<file path="src/rtl/ts_rec_pkg.sv">
// Shared constants and FSM state type for the transport-stream DDR recorder.
package ts_rec_pkg;
  localparam int         TS_PACKET_BYTES = 188;
  localparam logic [7:0] TS_SYNC_BYTE    = 8'h47;
  localparam logic [7:0] PAD_BYTE        = 8'hFF;
  localparam int         DDR_ADDR_W      = 24;

  typedef enum logic [1:0] {
    IDLE    = 2'd0,
    HUNT    = 2'd1,
    CAPTURE = 2'd2,
    FLUSH   = 2'd3
  } rec_state_e;
endpackage

</file>
<file path="src/rtl/ts_word_fifo.sv">
// 32-bit word FIFO; head is read straight from storage flops so it only moves on a pop.
module ts_word_fifo
  import ts_rec_pkg::*;
#(
  parameter int FIFO_DEPTH = 8
) (
  input  logic        clk,
  input  logic        rst,
  input  logic        push,
  input  logic [31:0] push_data,
  input  logic        pop,
  output logic [31:0] head,
  output logic        full,
  output logic        empty
);
  localparam int AW = $clog2(FIFO_DEPTH);

  logic [31:0]   mem [FIFO_DEPTH];
  logic [AW-1:0] rd_ptr, wr_ptr;
  logic [AW:0]   count;
  logic          do_push, do_pop;

  assign full    = (count == (AW+1)'(FIFO_DEPTH));
  assign empty   = (count == '0);
  assign do_pop  = pop && !empty;
  // a pop in the same cycle frees the slot, so a full FIFO still accepts
  assign do_push = push && (!full || do_pop);
  assign head    = mem[rd_ptr];

  always_ff @(posedge clk or posedge rst) begin
    if (rst) begin
      rd_ptr <= '0;
      wr_ptr <= '0;
      count  <= '0;
      for (int i = 0; i < FIFO_DEPTH; i++) mem[i] <= '0;
    end else begin
      if (do_push) begin
        mem[wr_ptr] <= push_data;
        wr_ptr      <= wr_ptr + 1'b1;
      end
      if (do_pop) rd_ptr <= rd_ptr + 1'b1;
      case ({do_push, do_pop})
        2'b10:   count <= count + 1'b1;
        2'b01:   count <= count - 1'b1;
        default: count <= count;
      endcase
    end
  end
endmodule

</file>
<file path="src/rtl/ts_ddr_packer.sv">
// Transport-stream recorder: hunts for sync, packs bytes little-endian into words, writes them to DDR.
// Build macro TS_PACKER_STATS_EN enables the live PKT_COUNT / ERR_COUNT statistics.
module ts_ddr_packer
  import ts_rec_pkg::*;
#(
  parameter logic [DDR_ADDR_W-1:0] ADDR_LIMIT = 24'hFFFFFF,
  parameter int                    FIFO_DEPTH = 8
) (
  input  logic                  SYS_CLOCK,
  input  logic                  SYS_RESET,
  input  logic                  REC_EN,
  input  logic                  TS_VALID_IN,
  input  logic                  TS_SYNC_IN,
  input  logic [7:0]            TS_DATA_IN,
  output logic [DDR_ADDR_W-1:0] ddr_write_address,
  output logic                  ddr_write_write,
  output logic [31:0]           ddr_write_writedata,
  output logic [3:0]            ddr_write_byteenable,
  input  logic                  ddr_write_waitrequest,
  output logic                  BUSY,
  output logic                  OVERFLOW,
  output logic                  SYNC_ERR,
  output logic [DDR_ADDR_W-1:0] WR_PTR,
  output logic [15:0]           PKT_COUNT,
  output logic [7:0]            ERR_COUNT
);
  rec_state_e            state, state_nxt;
  logic [7:0]            byte_cnt;
  logic [1:0]            lane;
  logic [31:0]           wbuf, push_word;
  logic                  push_q, sync_err_q, overflow_q;
  logic                  sync_hit, hunt_take, cap, resync, lost, take, stop;
  logic                  fifo_full, fifo_empty, pop;
  logic [DDR_ADDR_W-1:0] addr;

  assign sync_hit  = TS_VALID_IN && TS_SYNC_IN && (TS_DATA_IN == TS_SYNC_BYTE);
  assign hunt_take = (state == HUNT) && REC_EN && sync_hit;
  assign cap       = (state == CAPTURE) && REC_EN && TS_VALID_IN;
  assign resync    = cap && TS_SYNC_IN && (byte_cnt != 8'd0);
  assign lost      = cap && !TS_SYNC_IN && (byte_cnt == 8'd0);
  assign take      = hunt_take || (cap && !lost);
  assign stop      = ((state == HUNT) || (state == CAPTURE)) && !REC_EN;
  assign lane      = (hunt_take || resync) ? 2'd0 : byte_cnt[1:0];

  always_ff @(posedge SYS_CLOCK or posedge SYS_RESET) begin
    if (SYS_RESET) state <= IDLE;
    else           state <= state_nxt;
  end

  always_comb begin
    state_nxt = state;
    case (state)
      IDLE:    if (REC_EN) state_nxt = HUNT;
      HUNT:    if (!REC_EN) state_nxt = FLUSH;
               else if (sync_hit) state_nxt = CAPTURE;
      CAPTURE: if (!REC_EN) state_nxt = FLUSH;
               else if (lost) state_nxt = HUNT;
      FLUSH:   if (fifo_empty && !push_q) state_nxt = IDLE;
      default: state_nxt = IDLE;
    endcase
  end

  always_comb begin
    BUSY = (state != IDLE);
  end

  // wbuf is refilled with pad bytes at each word start, so a partial word is already padded
  always_ff @(posedge SYS_CLOCK or posedge SYS_RESET) begin
    if (SYS_RESET) begin
      byte_cnt   <= '0;
      wbuf       <= '1;
      push_q     <= 1'b0;
      push_word  <= '0;
      sync_err_q <= 1'b0;
    end else begin
      push_q     <= 1'b0;
      sync_err_q <= resync || lost;
      if (((stop && state == CAPTURE) || resync) && byte_cnt[1:0] != 2'd0) begin
        push_q    <= 1'b1;
        push_word <= wbuf;
      end
      if (take) begin
        if (lane == 2'd3) begin
          push_q    <= 1'b1;
          push_word <= {TS_DATA_IN, wbuf[23:0]};
        end
        if (lane == 2'd0) wbuf <= {{3{PAD_BYTE}}, TS_DATA_IN};
        else              wbuf[{lane, 3'b000} +: 8] <= TS_DATA_IN;
        if (resync)                                        byte_cnt <= 8'd1;
        else if (byte_cnt == 8'(TS_PACKET_BYTES - 1))      byte_cnt <= '0;
        else                                               byte_cnt <= byte_cnt + 8'd1;
      end else if (stop || lost) begin
        byte_cnt <= '0;
      end
    end
  end

  ts_word_fifo #(.FIFO_DEPTH(FIFO_DEPTH)) u_fifo (
    .clk       (SYS_CLOCK),
    .rst       (SYS_RESET),
    .push      (push_q),
    .push_data (push_word),
    .pop       (pop),
    .head      (ddr_write_writedata),
    .full      (fifo_full),
    .empty     (fifo_empty)
  );

  assign pop = !fifo_empty && !ddr_write_waitrequest;

  always_ff @(posedge SYS_CLOCK or posedge SYS_RESET) begin
    if (SYS_RESET) begin
      addr       <= '0;
      overflow_q <= 1'b0;
    end else begin
      if (pop) addr <= (addr == ADDR_LIMIT) ? '0 : addr + 1'b1;
      if (push_q && fifo_full && !pop)            overflow_q <= 1'b1;
      else if (state == IDLE && state_nxt == HUNT) overflow_q <= 1'b0;
    end
  end

`ifdef TS_PACKER_STATS_EN
  logic [15:0] pkt_count;
  logic [7:0]  err_count;
  always_ff @(posedge SYS_CLOCK or posedge SYS_RESET) begin
    if (SYS_RESET) begin
      pkt_count <= '0;
      err_count <= '0;
    end else begin
      if (take && !resync && byte_cnt == 8'(TS_PACKET_BYTES - 1)) pkt_count <= pkt_count + 16'd1;
      if (resync && err_count != 8'hFF) err_count <= err_count + 8'd1;
    end
  end
  assign PKT_COUNT = pkt_count;
  assign ERR_COUNT = err_count;
`else
  assign PKT_COUNT = '0;
  assign ERR_COUNT = '0;
`endif

  assign ddr_write_write      = !fifo_empty;
  assign ddr_write_address    = addr;
  assign ddr_write_byteenable = 4'hF;
  assign WR_PTR               = addr;
  assign SYNC_ERR             = sync_err_q;
  assign OVERFLOW             = overflow_q;
endmodule
</file>
<file path="config.mk">
export PLATFORM = sky130hd
export DESIGN_NAME = ts_ddr_packer
export DESIGN_NICKNAME = d
export VERILOG_FILES = /design/src/rtl/ts_rec_pkg.sv /design/src/rtl/ts_word_fifo.sv /design/src/rtl/ts_ddr_packer.sv
export SDC_FILE = /design/constraint.sdc
export NUM_CORES = 1
export LEC_CHECK = 0
export CELL_PAD_IN_SITES_DETAIL_PLACEMENT = 1
export CELL_PAD_IN_SITES_GLOBAL_PLACEMENT = 1
export CORE_UTILIZATION = 44
export DETAILED_ROUTE_END_ITERATION = 8
export PLACE_DENSITY = 0.8
export SLEW_MARGIN = 5
export SYNTH_ARGS = -nofsm -noshare
export SYNTH_HDL_FRONTEND = slang
export SYNTH_SLANG_ARGS = --single-unit
export TNS_END_PERCENT = 50
</file>
<file path="constraint.sdc">
create_clock -name SYS_CLOCK -period 12.7 [get_ports SYS_CLOCK]
set_input_delay 3.175 -clock SYS_CLOCK [delete_from_list [all_inputs] [get_ports SYS_CLOCK]]
set_output_delay 3.175 -clock SYS_CLOCK [all_outputs]
set_load 0.01 [all_outputs]
</file>
==> results.json <==
{
  "hpwlAfterDp_um": 23900,
  "fin_util": 0.513,
  "cts_buffer_depth": 3,
  "relSlewSlack": 0.278,
  "power.switching_w": 0.000956,
  "fmax_mhz": 150,
  "die-area_um2": 39900,
  "period_minus_slack_ns": 6.68,
  "final_common_cell": "dfrtp_1",
  "htreeDepth": 2,
  "cts-hold-fix-buffers": 0,
  "hold_viol": 0,
  "crit_family": "buffers and inverters",
  "hold_class": "flop to flop",
  "pwr-share-clk": 0.375,
  "io_buffers": 97,
  "multi_input_area_um2": 7320,
  "ys_ff_latch": 367,
  "p_leak_nw": 9.31,
  "core_um2": 38600,
  "intPower_w": 0.00230,
  "drtAntennaViolNets": 0,
  "drv_cap": 0,
  "crit_chain": "buf_4, mux4_2, mux2_2, clkdlybuf4s50_1",
  "netlist_instances": 1236,
  "path_buf_inv": 2,
  "ys_warn_count": 0,
  "grt_pass1_vias": 11400,
  "viasPerCell": 5.56,
  "num-fill-cells": 3758,
  "startpoint_type": "flop",
  "cts_resized": 0,
  "clock_latency_ns": 0.54,
  "syn2layout_area_growth_pct": 15.2,
  "worst_slew_pin_slew_ns": 1.08,
  "peakVddDrop_mv": 0.106,
  "synthFlopType": "dfrtp_1",
  "setup_viol": 0,
  "nNetsFinal": 1341,
  "cts.sinks": 367,
  "skew_ns": 0.0137,
  "min_period_over_period": 0.526,
  "synth.distinct_cells": 62,
  "die_height_um": 200,
  "layout.area.seq_um2": 9230,
  "fp.dieW_um": 200,
  "routed_wl_um": 41800,
  "drt_iter0_markers": 434,
  "num_vias": 10400,
  "gp_congestion": 0.776,
  "tritoncts": "done",
  "critPathCaptureType": "primary output",
  "path_clk_slew_ns": 0.06,
  "rsz0062_at_grt": "no",
  "drt_pass1_iterations": 4,
  "combPwrFrac": 0.168,
  "max_stage_delay_ns": 0.76,
  "start_util": 0.445,
  "grt_util_all_layers": 0.218,
  "grt_max_degree": 164,
  "synth_edf_count": 0,
  "antenna_found_initial": 2,
  "cp.arrival_ns": 3.51,
  "drc": 0,
  "ioPinCount": 126,
  "swShare": 0.294,
  "row_count": 72,
  "grt_pass1_wl_um": 66300,
  "synth.cell_area_um2": 17200,
  "async_flop_share": 1.00,
  "status": "finished, final reports clean",
  "final_cell_mix": "dfrtp_1, mux2_2, clkdlybuf4s50_1",
  "post_cts_buffers": 0,
  "cts_root_buf": "clkbuf_16",
  "path_class": "flop to primary output",
  "path_max_fanout": 42,
  "crit_slowest_cell": "buf_4",
  "drive_above_1_share": 0.381,
  "tns_ns": 0,
  "yosysSeqAreaShare": 0.536,
  "cts-buffers-inserted": 42,
  "synth_area_per_cell_um2": 13.9,
  "drv_slew": 0,
  "avgRoutedWirePerCell_um": 22.5,
  "grt-ovfl-total": 0,
  "power.density_nw_per_um2": 164,
  "r2r_slack_ns": 9.31,
  "required_ns": 9.52,
  "p_seq_frac": 0.457
}
[flip-flops by register name, summed over array words and instances, names as in the netlist]
register,cells
u_fifo.mem,256
push_word,32
wbuf,32
WR_PTR,24
byte_cnt,8
u_fifo.count,4
u_fifo.rd_ptr,3
u_fifo.wr_ptr,3
state,2
OVERFLOW,1
SYNC_ERR,1
push_q,1
[cells by family after synthesis]
kind of cell / synth area share
AO/OA/AOI/OAI: 0.0346
AND/OR/NAND/NOR: 0.0618
buffers and inverters: 0.0455
flip-flops: 0.536
multiplexers: 0.295
adder cells (fa/ha/maj): 0.0135
other: 0.000436
XOR/XNOR: 0.0132
[per-layer routing]
layer  global-route usage  vias up  wire length, um  part of all wire
li1                     -     4542                -                 -
met1                0.288     5534            18400              0.44
met2                0.369      204            20900              0.50
met3               0.0356       70             1590             0.038
met4               0.0656        4              958             0.023
met5                    0        -               23           0.00055
[worst paths after layout]
kind,from,to,depth (start not counted)
setup reg to reg,u_fifo.count[1]$_DFFE_PP0P_,u_fifo.count[3]$_DFFE_PP0P_,11
min in group asynchronous,SYS_RESET,u_fifo.mem[115]$_DFFE_PP0P_,3
hold reg to reg,wbuf[7]$_DFFE_PP1P_,wbuf[7]$_DFFE_PP1P_,2
hold / removal,wbuf[7]$_DFFE_PP1P_,wbuf[7]$_DFFE_PP1P_,2
max in group asynchronous,SYS_RESET,u_fifo.rd_ptr[0]$_DFFE_PP0P_,5
setup / recovery,u_fifo.rd_ptr[0]$_DFFE_PP0P_,ddr_write_writedata[0],4
[layout make-up]
cell class,instances,area share
sequential,367,0.465
multi-input combinational,761,0.369
clock buffer,66,0.0668
timing repair buffer,113,0.0563
tap,518,0.0327
clock inverter,12,0.00473
inverter,24,0.00473
antenna,1,0.000126
[metrics by stage]
| stage | power (W) | area (um^2) | instances | setup WS (ns) | hold WS, ns |
|---|---|---|---|---|---|
| 5_1_grt | 0.00340 | 19800 | 1861 | 5.79 | 0.504 |
| 3_3_place_gp | 0.00203 | 18400 | 1783 | 6.42 | 0.467 |
| 3_5_place_dp | 0.00205 | 18400 | 1783 | 6.29 | 0.472 |
| 6_report | 0.00326 | 19800 | 1862 | 6.02 | 0.479 |
| 2_1_floorplan | 0.00185 | 17300 | 1262 | 4.63 | 0.455 |
| 4_1_cts | 0.00329 | 19800 | 1861 | 5.92 | 0.480 |
[cell usage after synthesis (all sizes together), types with 9 or more instances]
cell | count | share of area
a21oi | 43 | 0.015
buf | 96 | 0.037
clkbuf | 14 | 0.0031
dfrtp | 335 | 0.49
dfstp | 32 | 0.049
ha | 17 | 0.012
inv | 24 | 0.0052
mux2 | 314 | 0.21
mux2i | 10 | 0.0058
mux4 | 64 | 0.084
nand2 | 77 | 0.017
nand3 | 21 | 0.0061
nand4 | 13 | 0.0047
nor2 | 49 | 0.011
nor3 | 10 | 0.0029
nor4 | 9 | 0.0056
o21ai | 26 | 0.0082
xnor2 | 14 | 0.0071
xor2 | 12 | 0.0061
[worst reg2reg max path, cell delays in order, from the launching register on]
cell and delay (ns):
dfrtp_1 0.43, nor4_1 0.52, inv_1 0.16, nand2b_1 0.50
inv_1 0.35, ha_1 0.34, ha_1 0.29, a21o_1 0.17
a21oi_1 0.16, xnor2_1 0.14, nor2_1 0.07, xor2_1 0.14
[power groups by stage]
stage	Sequential, W	Combinational [W]	Clock [W]
final	0.00149	0.000547	0.00122
after global routing	0.00151	0.000601	0.00129
after CTS	0.00149	0.000558	0.00125
after detailed placement	0.00151	0.000548	0
after global placement	0.00149	0.000530	0
after floorplan	0.00141	0.000440	0
(Power assumes the default switching activity.)
